**config.mk**
```make
export PLATFORM = sky130hd
export DESIGN_NAME = pwm_vnb
export DESIGN_NICKNAME = d
export VERILOG_FILES = /design/src/rtl/pwm_vnb_pkg.sv /design/src/rtl/pwm_vnb_cnt.sv /design/src/rtl/pwm_vnb.sv
export SDC_FILE = /design/constraint.sdc
export NUM_CORES = 1
export LEC_CHECK = 0
export BUFFER_PORTS_ARGS = -buffer_cell sky130_fd_sc_hd__buf_2
export CAP_MARGIN = 20
export CORE_AREA = 2 2 39 41
export DETAILED_ROUTE_END_ITERATION = 10
export DIE_AREA = 0 0 41 43
export HOLD_SLACK_MARGIN = 0.03
export RECOVER_POWER = 25
export SYNTH_ARGS = -nofsm -noshare
export SYNTH_HDL_FRONTEND = slang
export SYNTH_SLANG_ARGS = --single-unit
export TNS_END_PERCENT = 10
```
**constraint.sdc**
```tcl
create_clock -name CLK -period 2.78 [get_ports CLK]
set_input_delay 0.278 -clock CLK [delete_from_list [all_inputs] [get_ports CLK]]
set_output_delay 0.278 -clock CLK [all_outputs]
set_load 0.02 [all_outputs]
```
**src/rtl/pwm_vnb_pkg.sv**
```systemverilog
// -----------------------------------------------------------------------------
// pwm_vnb_pkg
// Shared constants for the pwm_vnb PWM generator and its period counter.
//   CNT_W_DEF : default counter / duty width
//   CNT_MAX   : terminal count of the default-width counter
//   cnt_max_f : terminal (all-ones) count for an arbitrary counter width
// -----------------------------------------------------------------------------
package pwm_vnb_pkg;

  function automatic int unsigned cnt_max_f(input int unsigned w);
    return (32'd1 << w) - 32'd1;
  endfunction

  localparam int CNT_W_DEF = 4;
  localparam int CNT_MAX   = 15;

endpackage

```
**src/rtl/pwm_vnb_cnt.sv**
```systemverilog
// -----------------------------------------------------------------------------
// pwm_vnb_cnt
// Free-running enabled up-counter that wraps at its all-ones value, with a
// combinational terminal-count flag decoded from the registered count.
// Ports:
//   clk   in  : clock, rising edge
//   rst_n in  : asynchronous active-low reset (count -> 0)
//   ce    in  : count enable; count holds when low
//   cnt   out : current (registered) count
//   tc    out : high while cnt is at its terminal value
// -----------------------------------------------------------------------------
module pwm_vnb_cnt
  import pwm_vnb_pkg::*;
#(
  parameter int CNT_W = CNT_W_DEF
) (
  input  logic             clk,
  input  logic             rst_n,
  input  logic             ce,
  output logic [CNT_W-1:0] cnt,
  output logic             tc
);

  localparam logic [CNT_W-1:0] TC_VAL = CNT_W'(cnt_max_f(CNT_W));

  logic [CNT_W-1:0] cnt_d;
  logic [CNT_W-1:0] cnt_q;

  // Next count: increment with natural wrap when enabled, otherwise hold.
  always_comb begin
    cnt_d = cnt_q;
    if (ce) begin
      cnt_d = cnt_q + CNT_W'(1);
    end else begin
      cnt_d = cnt_q;
    end
  end

  // Count register.
  always_ff @(posedge clk or negedge rst_n) begin
    if (!rst_n) begin
      cnt_q <= {CNT_W{1'b0}};
    end else begin
      cnt_q <= cnt_d;
    end
  end

  assign cnt = cnt_q;
  assign tc  = (cnt_q == TC_VAL);

endmodule

```
**src/rtl/pwm_vnb.sv**
```systemverilog
// -----------------------------------------------------------------------------
// pwm_vnb
// PWM generator with a 2**CNT_W-clock period. PWM is high while the period
// counter is below the effective duty; Chk marks the clock after each wrap.
// Optional feature: define PWM_VNB_SHADOW_EN to latch the duty code only at
// period boundaries (the first period after reset then runs with duty 0).
// Without it, the duty inputs feed the compare directly.
// Ports:
//   CLK        in  : clock, rising edge
//   RST_N      in  : asynchronous active-low reset
//   CE         in  : count enable; all state holds when low
//   D0..D3     in  : duty code {D3,D2,D1,D0}, D0 = LSB
//   PWM        out : registered PWM output
//   Chk        out : registered one-clock period-marker pulse
// -----------------------------------------------------------------------------
module pwm_vnb
  import pwm_vnb_pkg::*;
#(
  parameter int CNT_W = CNT_W_DEF
) (
  input  logic CLK,
  input  logic RST_N,
  input  logic CE,
  input  logic D0,
  input  logic D1,
  input  logic D2,
  input  logic D3,
  output logic PWM,
  output logic Chk
);

  logic [3:0]       duty_raw_s;
  logic [CNT_W-1:0] duty_in_s;
  logic [CNT_W-1:0] duty_eff_s;
  logic [CNT_W-1:0] cnt_s;
  logic             tc_s;

  logic pwm_d;
  logic pwm_q;
  logic chk_d;
  logic chk_q;

  // The duty port list is fixed at four bits; it is resized to the counter.
  assign duty_raw_s = {D3, D2, D1, D0};
  assign duty_in_s  = CNT_W'(duty_raw_s);

  pwm_vnb_cnt #(
    .CNT_W (CNT_W)
  ) u_cnt (
    .clk   (CLK),
    .rst_n (RST_N),
    .ce    (CE),
    .cnt   (cnt_s),
    .tc    (tc_s)
  );

`ifdef PWM_VNB_SHADOW_EN
  logic [CNT_W-1:0] duty_d;
  logic [CNT_W-1:0] duty_q;

  // Shadow duty: reload only on the enabled edge that closes a period.
  always_comb begin
    duty_d = duty_q;
    if (CE && tc_s) begin
      duty_d = duty_in_s;
    end else begin
      duty_d = duty_q;
    end
  end

  // Shadow duty register.
  always_ff @(posedge CLK or negedge RST_N) begin
    if (!RST_N) begin
      duty_q <= {CNT_W{1'b0}};
    end else begin
      duty_q <= duty_d;
    end
  end

  assign duty_eff_s = duty_q;
`else
  assign duty_eff_s = duty_in_s;
`endif

  // Compare uses the pre-increment count; Chk only fires on an enabled wrap.
  always_comb begin
    pwm_d = pwm_q;
    chk_d = 1'b0;
    if (CE) begin
      pwm_d = (cnt_s < duty_eff_s);
      chk_d = tc_s;
    end else begin
      pwm_d = pwm_q;
      chk_d = 1'b0;
    end
  end

  // Output registers.
  always_ff @(posedge CLK or negedge RST_N) begin
    if (!RST_N) begin
      pwm_q <= 1'b0;
      chk_q <= 1'b0;
    end else begin
      pwm_q <= pwm_d;
      chk_q <= chk_d;
    end
  end

  assign PWM = pwm_q;
  assign Chk = chk_q;

endmodule

```
== Yosys cells after proc, flatten, opt, wreduce, memory -nomap -nowiden ==
Cells that the tools add are included.
Cells by class
  add/sub/neg operators: 1
  multiply operators: 0
  div/mod/pow operators: 0
  $lt $le $gt $ge: 1
  equal/unequal tests: 1
  shift-type cells: 0
  mux-type cells: 1
  bitwise logic cells: 0
  reductions and logical operators: 0
Operators by type and width (count)
  adder 4 x 1 -> 4 bit, second input constant: 1
  equality test 4 bit, second input constant: 1
  less-than comparator 4 bit: 1
  2-to-1 mux 1 bit: 1
Storage, ports and cells
  register bits after elaboration: 6
  bits in latches: 0
  RAM bits: 0
  memory bits (read-only): 0
  bits of input ports: 7
  output and inout bits: 2
  memories kept: 0

== Longest topological paths before layout ==
Gate-level depths: netlist of run 1.
  depth in word-level cells: 2
  depth in mapped cells: 5
  mapped depth without buffers: 5

== Modules after synthesis ==
From an unflattened synthesis of run 1, not the netlist that was laid out.
Unflattened totals
  cell total of the unflattened synthesis: 27
  area total of the unflattened synthesis: 307.8 sq um
By module, submodules not included
  pwm_vnb_cnt: instances 1, cells each 12, area each 166.4 sq um
  pwm_vnb: instances 1, cells each 15, area each 141.4 sq um

== Worst setup path before layout of run 1 ==
OpenSTA, ideal clock, no wires.
  path kind: register to register
  from: register u_cnt.cnt_q[3], in the netlist u_cnt.cnt[3]
  to: register pwm_q, in the netlist PWM
  setup time: 0.127 ns
  arrival time: 0.930 ns
  required time: 2.653 ns
  setup slack: 1.723 ns
  cell stages (with the launch flop): 5
  path through: dfrtp_1 -> ha_1 -> o211ai_1 -> a21oi_1 -> o22ai_1
On the way
  word-level cells in the longest chain between the ends: 1
RTL lines
  from (decl): RTL line pwm_vnb_cnt.sv:27  | logic [CNT_W-1:0] cnt_q;
  from (signal assigned): RTL line pwm_vnb_cnt.sv:42  | cnt_q <= {CNT_W{1'b0}};
  from (signal assigned): RTL line pwm_vnb_cnt.sv:44  | cnt_q <= cnt_d;
  less-than comparator 4 bit: RTL line pwm_vnb.sv:90  | pwm_d = (cnt_s < duty_eff_s);
  to (signal assigned): RTL line pwm_vnb.sv:104  | pwm_q <= pwm_d;
  to (decl): RTL line pwm_vnb.sv:39  | logic pwm_q;
Every way passes these cells.
A chain may end at the register's enable or synchronous reset.

== Worst setup path in the final report of run 1 ==
Ends and elaborated chain as after synthesis.

==> flow_summary_export.csv, run 1 <==
group,metric,value,unit
routing,drc,0,
placed_design,dp_cells,52,
hold_path,whs_endpoint,"u_cnt.cnt[0]",
sta,fin_crit_sh,0.4050,
grt,first_global_vias,250,
hold_path,hp-class,"in -> reg",
sta,layout_min_cycle_time,1126,ps
synth,yosysWarnings,0,
power,power_per_cell_area,941.0,mW/mm2
synth,netlist_top_cells_area,"dfrtp_1 (50%), ha_1 (17%), xnor2_1 (5.8%)",
critical_path,crit_type,"reg -> reg",
floorplan,die_h,43,um
hold_path,hp-start,"CE",
grt,grt.overflow.total,0,
sta,clock_skew,1.117,ps
power,vdd.ir_drop.worst,0.4273,mV
final_layout,layout_common_cells,"buf_2 (7), dfrtp_1 (6), inv_1 (4), ha_1 (4)",
critical_path,worst-r2r-setup-slack,1650,ps
outcome,outcome,"finished, final reports clean",
sta,worstMarginPinSlew,329.7,ps
final_layout,fillers,153,
sta,report.final.hold_viol_count,0,
floorplan,dieWidth,41,um
grt,grt_max_degree,7,
cts,cts_buffers,3,
critical_path,reg2reg_from,"u_cnt.cnt[3]",
placed_design,place.detailed.hpwl,385.8,um
synth,avgSynthCellArea,10.77,um2
cts,insertion_delay,240,ps
flow_run,drv_cap,0,
synth,yosysSeqAreaShare,0.4979,
floorplan,boundaryPins,9,
synth,synth_cell_types,12,
routing,dr.pass1.iters,2,
routing,num_vias,235,
routing,drt_wl_total,485,um
placed_design,place_worst_setup_slack,1654,ps
synth,synth.largest_area_cell,"dfrtp_1",
floorplan,die_area,0.001763,mm2
sta,finalMaxSlewViolations,0,
final_layout,final_common_cell,"buf_2",
final_layout,area_delta_synth_final,30.29,%
final_layout,antenna_cells,0,
grt,antenna_found_initial,0,
critical_path,worst_r2r_endpoint,"PWM",
final_layout,utilization,0.2839,
synth,synth_nets,39,
critical_path,cp_data_required_time,2900,ps
final_layout,drive_above_1_share,0.2750,
cts,clk_pin_slew,40,ps
placed_design,port_buffers,8,
hold_path,whs_path_depth,2,
grt,grt_use_total,0.08687,
cts,cts.sinks,6,
cts,cts_setup_buffers,0,
cts,cts_resized,0,
cts,cts_max_path_buffers,2,
routing,wire_per_inst,8.661,um
sta,fmax,0.8883,GHz
final_layout,layoutNonFillerInstCount,56,
sta,max-slew-margin-rel,0.7802,
synth,post_synth_inst_count,28,
cts,cts_root_buf,"clkbuf_4",
synth,synth_top_area_frac,0.4979,
sta,grt_setup_unrepaired,"false",
routing,drt-initial-drc-count,3,
floorplan,start_util,0.2179,
final_layout,multi_input_area,136.4,um2
critical_path,r2r_cells,4,
critical_path,cp_max_fo,3,
sta,setup_viol,0,
final_layout,nets,53,
synth,synth_seq_cells,6,
critical_path,startpoint_type,"flop",
sta,fin_ws,1654,ps
power,p_leak,0.2020,nW
critical_path,cp-end-kind,"flop",
routing,final_antenna_net_count,0,
sta,setup_tns,0,ps
floorplan,rows,14,
grt,grt_pass1_wl,959,um
critical_path,arrival,1250,ps
routing,via_per_inst,4.196,
synth,syn_area,301.5,um2
floorplan,coreArea,0.001384,mm2
cts,cts_tree,"done",
placed_design,place.gp.congestion,0.6768,
cts,htreeDepth,1,
final_layout,seq_area,150.1,um2
## timing repair
item | CTS | global route
endpoints found under the hold margin | 6 | 0
hold buffers | 1 | 0
endpoints found under the setup margin | 0 | 0
## state kept, by name (all words and copies together) (netlist names)
name and flops:
PWM 1, Chk 1, u_cnt.cnt 4
## Yosys cell counts, drive strengths merged
cell type	number
dfrtp	6
ha	4
inv	4
nand2	3
a21oi	2
nor2	2
xnor2	2
mux2	1
nand4	1
o211ai	1
o22ai	1
xor2	1
## where the power goes
part	internal, mW	switching, mW	leakage, nW
registers	0.127	0.0382	0.0725
logic	0.0660	0.0592	0.116
clock network	0.0488	0.0304	0.0138
## layout make-up
class / count / area share
Sequential cell: 6 / 0.3822
Multi-Input combinational cell: 18 / 0.3471
Timing Repair Buffer: 9 / 0.1242
Clock buffer: 3 / 0.05732
Tap cell: 16 / 0.05096
Inverter: 4 / 0.03822
## metal layers
layer	up-vias	GRT usage	part of all wire	wire length [um]
met3	0	0.09424	0.13	62
met5	-	0	0	0
met2	9	0.1188	0.48	231
li1	117	-	-	-
met1	109	0.08852	0.39	191
met4	0	0.02000	0	0
## worst max-delay path by stage
stage | from | end | slack (ps) | cells past startpoint
2_1_floorplan | u_cnt.cnt[3] | PWM | 1720 | 4
3_3_place_gp | u_cnt.cnt[3] | PWM | 1680 | 4
3_5_place_dp | u_cnt.cnt[3] | PWM | 1650 | 4
4_1_cts | u_cnt.cnt[3] | PWM | 1650 | 4
5_1_grt | u_cnt.cnt[2] | PWM | 1500 | 4
6_report | u_cnt.cnt[3] | PWM | 1650 | 4
## worst max-delay path, stage by stage, from the launching register on
cell,delay (ps)
dfrtp_1,410
ha_1,310
o211ai_1,80
a21oi_1,120
o22ai_1,90
## stage by stage
| stage | hold slack [ps] | area (um2) | power [mW] |
|---|---|---|---|
| floorplan | -17.59 | 301.5 | 0.2563 |
| global placement | 107.5 | 361.6 | 0.2890 |
| detailed placement | 107.5 | 361.6 | 0.2943 |
| CTS | 297.7 | 394.1 | 0.3793 |
| global route | 300.6 | 392.9 | 0.4148 |
| finish | 302.7 | 392.9 | 0.3697 |
## cells by family after synthesis
family	Yosys count	synth area share
compound gates	4	0.07886
xor+xnor	3	0.08715
fa+ha+maj	4	0.1660
buf+inv	4	0.04978
flops	6	0.4979
mux	1	0.03734
simple gates	6	0.08301
(Power assumes the default switching activity.)
==> run 2: changes to the inputs <==
--- a/config.mk
+++ b/config.mk
@@ -5,6 +5,7 @@
 export SDC_FILE = /design/constraint.sdc
 export NUM_CORES = 1
 export LEC_CHECK = 0
+export ABC_AREA = 1
 export BUFFER_PORTS_ARGS = -buffer_cell sky130_fd_sc_hd__buf_2
 export CAP_MARGIN = 20
 export CORE_AREA = 2 2 39 41
==> constraint.sdc (replaced) <==
create_clock -name CLK -period 1.2 [get_ports CLK]
set_input_delay 0.12 -clock CLK [delete_from_list [all_inputs] [get_ports CLK]]
set_output_delay 0.12 -clock CLK [all_outputs]
set_load 0.02 [all_outputs]
==> flow_summary_export.csv, run 2 <==
group,metric,value,unit
power,p_leak,0.2442,nW
routing,via_per_inst,3.970,
grt,grt_pass1_wl,1.062,mm
critical_path,startpoint,"u_cnt.cnt[3]",
synth,avgSynthCellArea,8.758,um2
synth,post_synth_inst_count,38,
routing,num_vias,262,
floorplan,die_h,43,um
sta,clock_skew,0.1255,ps
critical_path,worstPathCellList,"ha_1 -> nand2_1 -> nor3b_2 -> nand2_1 -> nand2_1",
synth,synthSimpleGateAreaFrac,0.2293,
sta,setup_viol,0,
routing,drt_wl_total,548,um
sta,finalMaxSlewViolations,0,
cts,cts_tree,"done",
critical_path,worst_r2r_endpoint,"PWM",
flow_run,drv_cap,0,
synth,synth_edf_count,0,
power,vdd.ir_drop.worst,0.7497,mV
routing,m1WireLength,239,um
synth,synth_top_family_by_area,"simple AND/OR/NAND/NOR gates",
synth,syn_area,332.8,um2
critical_path,r2r_cells,5,
cts,cts_buffers,3,
synth,synthXorXnorAreaFrac,0.07895,
cts,clk_pin_slew,40,ps
sta,fmax,0.9076,GHz
routing,drc,0,
final_layout,largest_reg_flops,4,
critical_path,crit_buf_inv,0,
routing,wire_per_inst,8.303,um
cts,cts_resized,0,
floorplan,boundaryPins,9,
placed_design,port_buffers,8,
routing,drt-initial-drc-count,7,
routing,wl_met2,253,um
hold_path,hp-class,"in -> reg",
final_layout,antenna_cells,0,
grt,grt_max_degree,7,
final_layout,area_delta_synth_final,27.44,%
critical_path,cp_top_family,"flip-flops",
sta,worstMarginPinSlew,324.2,ps
critical_path,slowest_stage,"dfrtp_1",
critical_path,arrival,1240,ps
final_layout,layout_common_cells,"nand2_1 (13), inv_1 (7), buf_2 (7)",
grt,antenna_found_initial,0,
grt,grt.overflow.total,0,
synth,synth_top_area_frac,0.4511,
sta,setup_tns,0,ps
synth,yosysSeqAreaShare,0.4511,
cts,cts_max_path_buffers,2,
placed_design,place.detailed.hpwl,454.3,um
synth,synthMuxAreaShare,0,
floorplan,dieWidth,41,um
routing,dr.pass1.iters,2,
final_layout,final_common_cell,"nand2_1",
synth,ys.flop_type,"dfrtp_1",
sta,max-slew-margin-rel,0.7839,
synth,yosysWarnings,0,
cts,htreeDepth,1,
synth,synthAdderAreaFrac,0.1504,
synth,netlist_top_cells_area,"dfrtp_1 (45%), ha_1 (15%), nand2_1 (15%)",
floorplan,rows,14,
critical_path,worst_path_most_repeated_cell,"nand2_1",
final_layout,seq_area,150.1,um2
final_layout,fillers,147,
synth,synth-async-reset-ratio,1.000,
power,power_per_cell_area,2069,mW/mm2
critical_path,cp_num_cells,5,
final_layout,nets,63,
grt,first_global_vias,265,
synth,synth_cell_types,11,
routing,final_antenna_net_count,0,
critical_path,reg2reg_from,"u_cnt.cnt[3]",
critical_path,cp_data_required_time,1340,ps
sta,report.final.hold_viol_count,0,
synth,synth_compound_area_frac,0,
sta,fin_crit_sh,0.9182,
cts,cts.sinks,6,
critical_path,cp_slowest_stage_delay,400,ps
cts,insertion_delay,240,ps
outcome,outcome,"finished, final reports clean",
synth,synth_nets,49,
critical_path,startpoint_type,"flop",
critical_path,endpoint,"PWM",
floorplan,start_util,0.2405,
cts,cts_root_buf,"clkbuf_4",
sta,layout_min_cycle_time,1102,ps
floorplan,die_area,0.001763,mm2
synth,post-synth-top-count-cell,"nand2_1",
grt,grt_use_total,0.1001,
sta,grt_setup_unrepaired,"false",
routing,top_layer,"met3",
final_layout,multi_input_area,152.6,um2
critical_path,worst-r2r-setup-slack,100,ps
synth,yosys-top-cells-count,"nand2_1 (13), inv_1 (7), dfrtp_1 (6), ha_1 (4), xor2_1 (2)",
placed_design,place.gp.congestion,0.7569,
floorplan,coreArea,0.001384,mm2
sta,whs,127.6,ps
routing,wl_met3,55,um
critical_path,cp-end-kind,"flop",
synth,synth_seq_cells,6,
synth,synth.largest_area_cell,"dfrtp_1",
final_layout,drive_above_1_share,0.2400,
critical_path,crit_type,"reg -> reg",
critical_path,cp_max_fo,3,
-- run 2: worst reg2reg max path, stage by stage, from the launching register on --
cell,delay [ps]
dfrtp_1,400
ha_1,300
nand2_1,50
nor3b_2,140
nand2_1,60
nand2_1,40
-- run 2: per-layer routing --
| layer | global-route usage | up-vias |
|---|---|---|
| met2 | 0.1219 | 8 |
| met5 | 0 | - |
| met4 | 0.04000 | 0 |
| li1 | - | 138 |
| met3 | 0.09424 | 0 |
| met1 | 0.1184 | 116 |
-- run 2: how the worst min path moves through the flow --
stage	start	endpoint	slack, ps	depth (start not counted)
after global routing	CE	u_cnt.cnt[0]	130	2
final	CE	u_cnt.cnt[0]	130	2
after detailed placement	RST_N	Chk	-50	1
after global placement	RST_N	Chk	-50	1
after CTS	CE	u_cnt.cnt[0]	120	2
after floorplan	RST_N	Chk	-180	0
-- run 2: per-stage QoR --
stage / setup slack [ps] / total power, mW / instances / cell area (um2) / util
2_1_floorplan: 150.0 / 0.6083 / 38 / 332.8 / -
3_3_place_gp: 118.6 / 0.6861 / 62 / 392.9 / 0.2839
3_5_place_dp: 91.11 / 0.7042 / 62 / 392.9 / 0.2839
4_1_cts: 84.13 / 0.8979 / 66 / 425.4 / 0.3074
5_1_grt: 1.451 / 1.000 / 66 / 424.2 / 0.3065
6_report: 98.18 / 0.8778 / 66 / 424.2 / 0.3065
-- run 2: cell families after synthesis --
| kind of cell | Yosys count |
|---|---|
| flip-flops | 6 |
| AND/OR/NAND/NOR | 17 |
| XOR/XNOR | 3 |
| adder cells (fa/ha/maj) | 4 |
| buffers and inverters | 8 |
-- run 2: layout make-up --
type,instances,share of cell area
Clock buffer,3,0.05310
Inverter,8,0.07080
Multi-Input combinational cell,24,0.3599
Sequential cell,6,0.3540
Tap cell,16,0.04720
Timing Repair Buffer,9,0.1150
-- run 2: what timing repair did --
item / in CTS / in global routing
endpoints found under the hold margin: 6 / 0
hold buffers: 1 / 0
setup endpoints to repair: 0 / 0
buffers inserted: 0 / 0
-- run 2: power breakdown --
| group | switching [mW] | internal (mW) | total, mW |
|---|---|---|---|
| combinational | 0.162 | 0.150 | 0.312 |
| clock | 0.0714 | 0.113 | 0.184 |
| sequential | 0.0892 | 0.292 | 0.381 |
| total | 0.323 | 0.555 | 0.878 |
==> run 3: changes to the inputs <==
==> constraint.sdc (replaced) <==
create_clock -name CLK -period 1.4 [get_ports CLK]
set_input_delay 0.14 -clock CLK [delete_from_list [all_inputs] [get_ports CLK]]
set_output_delay 0.14 -clock CLK [all_outputs]
set_load 0.02 [all_outputs]
==> flow_summary_export.csv, run 3 (synthesized netlist as in run 2, its figures left out) <==
group,metric,value,unit
final_layout,largest_reg_flops,4,
routing,drt_wl_total,556,um
critical_path,startpoint_type,"flop",
final_layout,area_delta_synth_final,27.44,%
hold_path,hp-start,"CE",
cts,cts_tree,"done",
grt,use_met2,0.1313,
critical_path,reg2reg_from,"u_cnt.cnt[3]",
cts,cts_root_buf,"clkbuf_4",
final_layout,utilization,0.3065,
final_layout,layout_common_cells,"nand2_1 (13), inv_1 (7), buf_2 (7)",
sta,grt_setup_unrepaired,"false",
grt,grtUsageMet1,0.1221,
cts,cts_max_path_buffers,2,
power,clkPwrFrac,0.218,
sta,fin_ws,289.2,ps
critical_path,cp_max_fo,3,
hold_path,hp-class,"in -> reg",
power,p_int,0.4754,mW
power,p_total,0.7552,mW
power,power_per_cell_area,1780,mW/mm2
cts,cts_resized,0,
sta,finalMaxSlewViolations,0,
critical_path,startpoint,"u_cnt.cnt[3]",
flow_run,drv_cap,0,
routing,drc,0,
sta,fmax,0.9003,GHz
routing,wire_per_inst,8.424,um
grt,top_usage_layer,"met2",
routing,via_per_inst,3.939,
floorplan,rows,14,
floorplan,die_area,0.001763,mm2
critical_path,worstPathCellList,"ha_1 -> nand2_1 -> nor3b_2 -> nand2_1 -> nand2_1",
cts,cts_buffers,3,
sta,max-slew-margin-rel,0.7767,
sta,setup_tns,0,ps
sta,clock_skew,7.424,ps
sta,worstMarginPinSlew,334.9,ps
power,vdd.ir_drop.worst,0.7047,mV
placed_design,place_worst_setup_slack,282.8,ps
final_layout,nets,63,
floorplan,coreArea,0.001384,mm2
routing,dr.pass1.iters,1,
cts,cts.sinks,6,
grt,first_global_vias,293,
sta,layout_min_cycle_time,1111,ps
final_layout,drive_above_1_share,0.2400,
critical_path,cp_slowest_stage_delay,400,ps
critical_path,cp_top_family,"flip-flops",
critical_path,crit_type,"reg -> reg",
power,p_comb_frac,0.358,
power,p_sw,0.2797,mW
final_layout,antenna_cells,0,
floorplan,start_util,0.2405,
critical_path,arrival,1250,ps
final_layout,fillers,143,
floorplan,dieWidth,41,um
power,swShare,0.3704,
placed_design,port_buffers,8,
sta,setup_viol,0,
routing,final_antenna_net_count,0,
floorplan,boundaryPins,9,
grt,grt_max_degree,7,
critical_path,crit_buf_inv,0,
outcome,outcome,"finished, final reports clean",
cts,clk_pin_slew,50,ps
critical_path,cp-end-kind,"flop",
power,seq_power_share,0.424,
placed_design,place.detailed.hpwl,429.9,um
floorplan,die_h,43,um
routing,num_vias,260,
grt,antenna_found_initial,0,
final_layout,final_common_cell,"nand2_1",
power,p_leak,0.2442,nW
critical_path,cp_data_required_time,1540,ps
routing,drt-initial-drc-count,0,
cts,htreeDepth,1,
placed_design,place.gp.congestion,0.7131,
sta,fin_crit_sh,0.7934,
critical_path,worst_path_most_repeated_cell,"nand2_1",
grt,grt.overflow.total,0,
grt,grt_pass1_wl,1.152,mm
sta,report.final.hold_viol_count,0,
cts,insertion_delay,250,ps
grt,grt_use_total,0.1012,
grt,met3_usage,0.06283,
critical_path,slowest_stage,"dfrtp_1",
run 3: cell counts in the layout (fill, tap and decap cells not counted):
Identical to the previous run, type by type.
run 3: layout make-up:
type,instances,area [um2],area share
flip-flops and latches,6,150.1,0.3540
multi-input cells,24,152.6,0.3599
clock buffers,3,22.52,0.05310
well taps,16,20.02,0.04720
inverters,8,30.03,0.07080
repair buffers,9,48.80,0.1150
run 3: worst paths after layout:
kind / depth (start not counted) / to / slack, ps
max: 5 / PWM / 290
min: 2 / u_cnt.cnt[0] / 150
max reg2reg: 5 / PWM / 290
min reg2reg: 2 / PWM / 480
max in group asynchronous: 2 / u_cnt.cnt[1] / 850
min in group asynchronous: 2 / Chk / 290
run 3: power groups by stage:
stage	logic [mW]	clock network, mW	registers [mW]
floorplan	0.190	0	0.331
global placement	0.259	0	0.328
detailed placement	0.271	0	0.325
CTS	0.277	0.170	0.323
global route	0.330	0.181	0.337
finish	0.270	0.164	0.321
run 3: layer usage:
layer	vias to the layer above	wire (um)
met5	-	0
met2	7	243
li1	138	-
met3	0	51
met4	0	0
met1	115	261
run 3: worst register-to-register path: stages, from the launching register on:
cell     delay [ps]
dfrtp_1         400
ha_1            300
nand2_1          50
nor3b_2         140
nand2_1          60
nand2_1          50
run 3: what timing repair did:
action	4_1_cts	5_1_grt
hold endpoints to repair	6	0
hold buffers	1	0
setup buffers	0	0
run 3: stage by stage:
stage                     hold WS (ps)  std cells  instance area (um2)
after global placement          -30.06         62                392.9
after detailed placement        -25.77         62                392.9
final                            147.5         66                424.2
after CTS                        141.1         66                425.4
after global routing             163.7         66                424.2
after floorplan                 -155.6         38                332.8
